## config.mk

```make
export PLATFORM = sky130hd
export DESIGN_NAME = fft_step2_frame_ctrl
export DESIGN_NICKNAME = d
export VERILOG_FILES = /design/src/rtl/fft_step2_frame_ctrl.sv
export SDC_FILE = /design/constraint.sdc
export NUM_CORES = 1
export LEC_CHECK = 0
export CAP_MARGIN = 20
export CORE_MARGIN = 2
export CORE_UTILIZATION = 53
export DETAILED_ROUTE_END_ITERATION = 6
export HOLD_SLACK_MARGIN = 0.08
export PLACE_DENSITY = 0.84
export SYNTH_ARGS = -nofsm -noshare
export SYNTH_HDL_FRONTEND = slang
export SYNTH_SLANG_ARGS = --single-unit
```

## constraint.sdc

```tcl
create_clock -name clk -period 6.05 [get_ports clk]
set_input_delay 1.21 -clock clk [delete_from_list [all_inputs] [get_ports clk]]
set_output_delay 1.21 -clock clk [all_outputs]
set_load 0.01 [all_outputs]
```

## src/rtl/fft_step2_frame_ctrl.sv

```systemverilog
// Frame sequencer feeding the step-2 FFT pipeline (BF20 -> BF21 -> BF22 -> reorder).
// Defining STALL_STATS_EN adds a saturating stall_cnt output that counts starved RUN cycles.
module fft_step2_frame_ctrl #(
    parameter int BEATS    = 32,
    parameter int PIPE_LAT = 40,
    parameter int FCNT_W   = 8
) (
    input  logic              clk,
    input  logic              rstn,
    input  logic              start,
    input  logic              in_valid,
    input  logic              in_last,
    output logic              in_ready,
    output logic              dp_valid,
    output logic signed [4:0] index_1_re,
    output logic signed [4:0] index_1_im,
    output logic signed [4:0] index_2_re,
    output logic signed [4:0] index_2_im,
    output logic              busy,
    output logic              frame_done,
    output logic              frame_err,
    output logic [FCNT_W-1:0] frame_cnt
`ifdef STALL_STATS_EN
    ,
    output logic [15:0]       stall_cnt
`endif
);

    localparam int BW = $clog2(BEATS);
    localparam int DW = $clog2(PIPE_LAT + 1);

    typedef enum logic [1:0] {
        IDLE  = 2'd0,
        RUN   = 2'd1,
        DRAIN = 2'd2,
        DONE  = 2'd3
    } state_t;

    state_t state_q, state_d;

    logic [BW-1:0]     beat_cnt_q, beat_cnt_d;
    logic [DW-1:0]     drain_cnt_q, drain_cnt_d;
    logic              dp_valid_q, dp_valid_d;
    logic signed [4:0] idx1_re_q, idx1_re_d;
    logic signed [4:0] idx1_im_q, idx1_im_d;
    logic signed [4:0] idx2_re_q, idx2_re_d;
    logic signed [4:0] idx2_im_q, idx2_im_d;
    logic              frame_done_q, frame_done_d;
    logic              frame_err_q, frame_err_d;
    logic [FCNT_W-1:0] frame_cnt_q, frame_cnt_d;

    logic              accept;
    logic              last_beat;
    logic [4:0]        beat_grp;

    assign accept    = in_valid && (state_q == RUN);
    assign last_beat = (beat_cnt_q == BW'(BEATS - 1));
    // Each group of 8 beats shares one BF22 index-2 value.
    assign beat_grp  = 5'(beat_cnt_q >> 3);

    always_comb begin
        state_d      = state_q;
        beat_cnt_d   = beat_cnt_q;
        drain_cnt_d  = drain_cnt_q;
        dp_valid_d   = 1'b0;
        idx1_re_d    = idx1_re_q;
        idx1_im_d    = idx1_im_q;
        idx2_re_d    = idx2_re_q;
        idx2_im_d    = idx2_im_q;
        frame_done_d = 1'b0;
        frame_err_d  = 1'b0;
        frame_cnt_d  = frame_cnt_q;

        case (state_q)
            IDLE: begin
                if (start) begin
                    state_d    = RUN;
                    beat_cnt_d = '0;
                end
            end
            RUN: begin
                if (accept) begin
                    dp_valid_d = 1'b1;
                    idx1_re_d  = $signed({2'b00, beat_cnt_q[2:0]});
                    idx1_im_d  = '0;
                    idx2_re_d  = $signed(beat_grp);
                    idx2_im_d  = $signed(5'd0 - beat_grp);
                    beat_cnt_d = beat_cnt_q + BW'(1);
                    // Either end marker closes the frame; disagreement between them is an error.
                    if (in_last || last_beat) begin
                        state_d     = DRAIN;
                        drain_cnt_d = '0;
                        frame_err_d = in_last ^ last_beat;
                    end
                end
            end
            DRAIN: begin
                if (drain_cnt_q == DW'(PIPE_LAT)) begin
                    state_d = DONE;
                end else begin
                    drain_cnt_d = drain_cnt_q + DW'(1);
                end
            end
            DONE: begin
                frame_done_d = 1'b1;
                frame_cnt_d  = frame_cnt_q + FCNT_W'(1);
                drain_cnt_d  = '0;
                state_d      = IDLE;
            end
            default: begin
                state_d = IDLE;
            end
        endcase
    end

    always_ff @(posedge clk or negedge rstn) begin
        if (!rstn) begin
            state_q      <= IDLE;
            beat_cnt_q   <= '0;
            drain_cnt_q  <= '0;
            dp_valid_q   <= 1'b0;
            idx1_re_q    <= '0;
            idx1_im_q    <= '0;
            idx2_re_q    <= '0;
            idx2_im_q    <= '0;
            frame_done_q <= 1'b0;
            frame_err_q  <= 1'b0;
            frame_cnt_q  <= '0;
        end else begin
            state_q      <= state_d;
            beat_cnt_q   <= beat_cnt_d;
            drain_cnt_q  <= drain_cnt_d;
            dp_valid_q   <= dp_valid_d;
            idx1_re_q    <= idx1_re_d;
            idx1_im_q    <= idx1_im_d;
            idx2_re_q    <= idx2_re_d;
            idx2_im_q    <= idx2_im_d;
            frame_done_q <= frame_done_d;
            frame_err_q  <= frame_err_d;
            frame_cnt_q  <= frame_cnt_d;
        end
    end

`ifdef STALL_STATS_EN
    logic [15:0] stall_cnt_q, stall_cnt_d;

    always_comb begin
        stall_cnt_d = stall_cnt_q;
        if (state_q == IDLE && start) begin
            stall_cnt_d = '0;
        end else if (state_q == RUN && !in_valid && stall_cnt_q != 16'hFFFF) begin
            stall_cnt_d = stall_cnt_q + 16'd1;
        end
    end

    always_ff @(posedge clk or negedge rstn) begin
        if (!rstn) begin
            stall_cnt_q <= '0;
        end else begin
            stall_cnt_q <= stall_cnt_d;
        end
    end

    assign stall_cnt = stall_cnt_q;
`endif

    assign in_ready   = (state_q == RUN);
    assign busy       = (state_q != IDLE);
    assign dp_valid   = dp_valid_q;
    assign index_1_re = idx1_re_q;
    assign index_1_im = idx1_im_q;
    assign index_2_re = idx2_re_q;
    assign index_2_im = idx2_im_q;
    assign frame_done = frame_done_q;
    assign frame_err  = frame_err_q;
    assign frame_cnt  = frame_cnt_q;

endmodule
```

==> flow_summary.ini <==
[critical_path]
crit_path_cell_trace = inv_1 > ha_1 > clkdlybuf4s50_1
cp-end-kind = primary output
r2r_slack_ps = 3840
worst_ep_required_time_ps = 4840
path_buf_inv = 2
r2r-start = beat_cnt_q[0]$_DFFE_PN0P_
crit_path_max_incr_delay_ps = 620
path_delay_family = buffers and inverters
crit_type = reg -> out
crit_path_start_kind = flip-flop
path_max_fanout = 12
cp.arrival_ps = 1930
ff2ff_path_depth = 9
slowest_stage = clkdlybuf4s50_1
reg2reg_to = state_q[1]$_DFFE_PN0P_

[timing]
period_minus_slack_ps = 3140
setup_violations = 0
maxSlewViolCount = 0
fmax_ghz = 0.319
fin_crit_sh_pct = 51.8
fin_tns_setup_ps = 0
skew_ps = 2.42
rsz0062_at_grt = false
fin_ws_ps = 2910
finalHoldViolCount = 0

[finish]
diodes = 0
fillCellCount = 252
final_common_cell = dfrtp_1
drive_gt1_share_pct = 8.42
fin_util_pct = 64.5
nets = 207
layout_common_cells = dfrtp_1, clkdlybuf4s50_1, nand2_1
area_growth_pct = 17.3

[min_path]
min_path_type = reg -> reg
min_to = frame_cnt[7]$_DFFE_PN0P_
holdPathStages = 1
hp-start = frame_cnt[7]$_DFFE_PN0P_

[clocking]
cts_max_path_buffers = 2
cts_setup_buffers = 0
root_buffer = clkbuf_4
clk_latency_ps = 310
clock-sinks = 31
cts_tree = built
postCtsHoldBufs = 0
cts_resized = 0
clk_pin_slew_ps = 90
numCtsBuffers = 5
htree_levels = 2

[die]
fp.dieArea_um2 = 3580
die_w_um = 59.8
core-area_um2 = 3000
fp-row-count = 20
io-pin-count = 38
die_h_um = 59.8
start_util_pct = 55.0

[power]
leakagePower_uw = 0.000900
seqPwrFrac_pct = 40.5
swShare_pct = 38.2
switchingPower_uw = 279
peakVddDrop_v = 0.000241
p_clk_share_pct = 16.9
combinationalPowerShare_pct = 42.6
power_density_nw_per_um2 = 376
p_int_uw = 451

[global_routing]
gr-total-overflow = 0
grt_max_degree = 32
grt_pass1_vias = 1173
grt_use_total_pct = 18.9
antenna_found_initial = 0
grt_pass1_wl_mm = 5.03

[flow_run]
max_cap_viol_count = 0

[synthesis]
yosys_most_used_dff = dfrtp_1
avgSynthCellArea_um2 = 10.1
synth-seq-area-share_pct = 46.9
synth_edf_count = 0
ys_ff_latch = 31
synth_cell_types = 36
syn_inst = 163
async_flop_share_pct = 100
synth_area_um2 = 1650
yosys_warnings = 0

[detailed_routing]
wl_per_cell_um = 13.9
drtIter0Drc = 49
viasPerCell = 5.48
routed_wl_mm = 3.11
vias = 1223
drt_pass1_iterations = 4
drc_errors = 0
ant_nets = 0

[placement]
hpwl_mm = 2.29
gp_congestion = 0.825
dp_slack_ps = 3120
port-buffer-count = 27

[outcome]
run_status = finished clean
-- state kept, by name, indices dropped and copies added, names as in the netlist --
| register | cells |
|---|---|
| index_2_re | 1 |
| frame_done | 1 |
| beat_cnt_q | 5 |
| index_2_im | 3 |
| state_q | 2 |
| drain_cnt_q | 6 |
| index_1_re | 3 |
| dp_valid | 1 |
| frame_err | 1 |
| frame_cnt | 8 |
-- power by group through the flow --
stage / logic, µW / clock network [µW] / registers [µW]
final: 311 / 123 / 296
after global routing: 345 / 133 / 302
after CTS: 311 / 126 / 295
after detailed placement: 308 / 0 / 299
after global placement: 295 / 0 / 295
after floorplan: 199 / 0 / 302
-- synth_stat cells, types with 2 or more instances --
cell | number | area [µm²]
ha_1 | 12 | 150
dfrtp_1 | 31 | 776
nand3_1 | 13 | 65.1
buf_4 | 13 | 97.6
a22o_1 | 5 | 43.8
xnor2_1 | 4 | 35.0
xor2_1 | 3 | 26.3
buf_2 | 3 | 15.0
nand4_1 | 2 | 12.5
o21ai_1 | 8 | 40.0
nor2_1 | 5 | 18.8
o21ai_0 | 5 | 25.0
mux2_2 | 3 | 33.8
and3_1 | 2 | 12.5
inv_1 | 13 | 48.8
a31oi_1 | 2 | 12.5
nand2_1 | 18 | 67.6
nand2b_1 | 3 | 18.8
-- worst reg2reg max path, stage by stage (launching register included) --
cell and delay, ps:
dfrtp_1 410, ha_1 210, and3_1 180, ha_1 170, inv_1 60, ha_1 170, nand2b_1 190, and2_4 200
a211oi_2 180, mux2_1 340
-- cell families after synthesis --
family | Yosys count | synth area share (%)
AOI/OAI and AO/OA | 28 | 11.6
xor gates and xnor gates | 7 | 3.71
adders and majority gates | 12 | 9.08
buffers and inverters | 31 | 10.7
DFF | 31 | 46.9
muxes | 5 | 3.33
other | 1 | 0.227
and+or+nand+nor | 48 | 14.5
-- final cells by class --
cell class	instances	area, µm²	area share, %
clock inverter	1	5.00	0.258
clock buffer	6	51.3	2.65
multi-input combinational	110	734	37.9
tap	33	41.3	2.13
inverter	14	52.6	2.71
sequential	31	776	40.0
timing repair buffer	28	278	14.3
-- metrics by stage --
| stage | total power [µW] | hold slack, ps | cell area [µm²] | cells |
|---|---|---|---|---|
| after detailed placement | 607 | 474 | 1880 | 216 |
| after floorplan | 500 | 487 | 1690 | 172 |
| after CTS | 733 | 492 | 1940 | 223 |
| final | 729 | 482 | 1940 | 223 |
| after global routing | 779 | 507 | 1940 | 223 |
| after global placement | 590 | 462 | 1880 | 216 |
-- metal layers --
metal  share of wire [%]  global-route usage, %  vias up
met3                 5.5                   5.19        6
met5                   0                      0        -
met4                 1.6                   7.62        0
met1                  43                   23.2      586
met2                  49                   31.4       44
li1                    -                      -      587
-- how the worst max path moves through the flow --
stage / startpoint / to / slack [ps] / depth (start not counted)
2_1_floorplan: in_last / state_q[1]$_DFFE_PN0P_ / 3690 / 6
6_report: state_q[1]$_DFFE_PN0P_ / in_ready / 2910 / 3
5_1_grt: state_q[1]$_DFFE_PN0P_ / in_ready / 2830 / 3
3_5_place_dp: in_last / state_q[1]$_DFFE_PN0P_ / 3120 / 7
3_3_place_gp: in_last / state_q[1]$_DFFE_PN0P_ / 3170 / 7
4_1_cts: state_q[1]$_DFFE_PN0P_ / in_ready / 2920 / 3
Note: power is estimated with default switching activity, not from simulation.
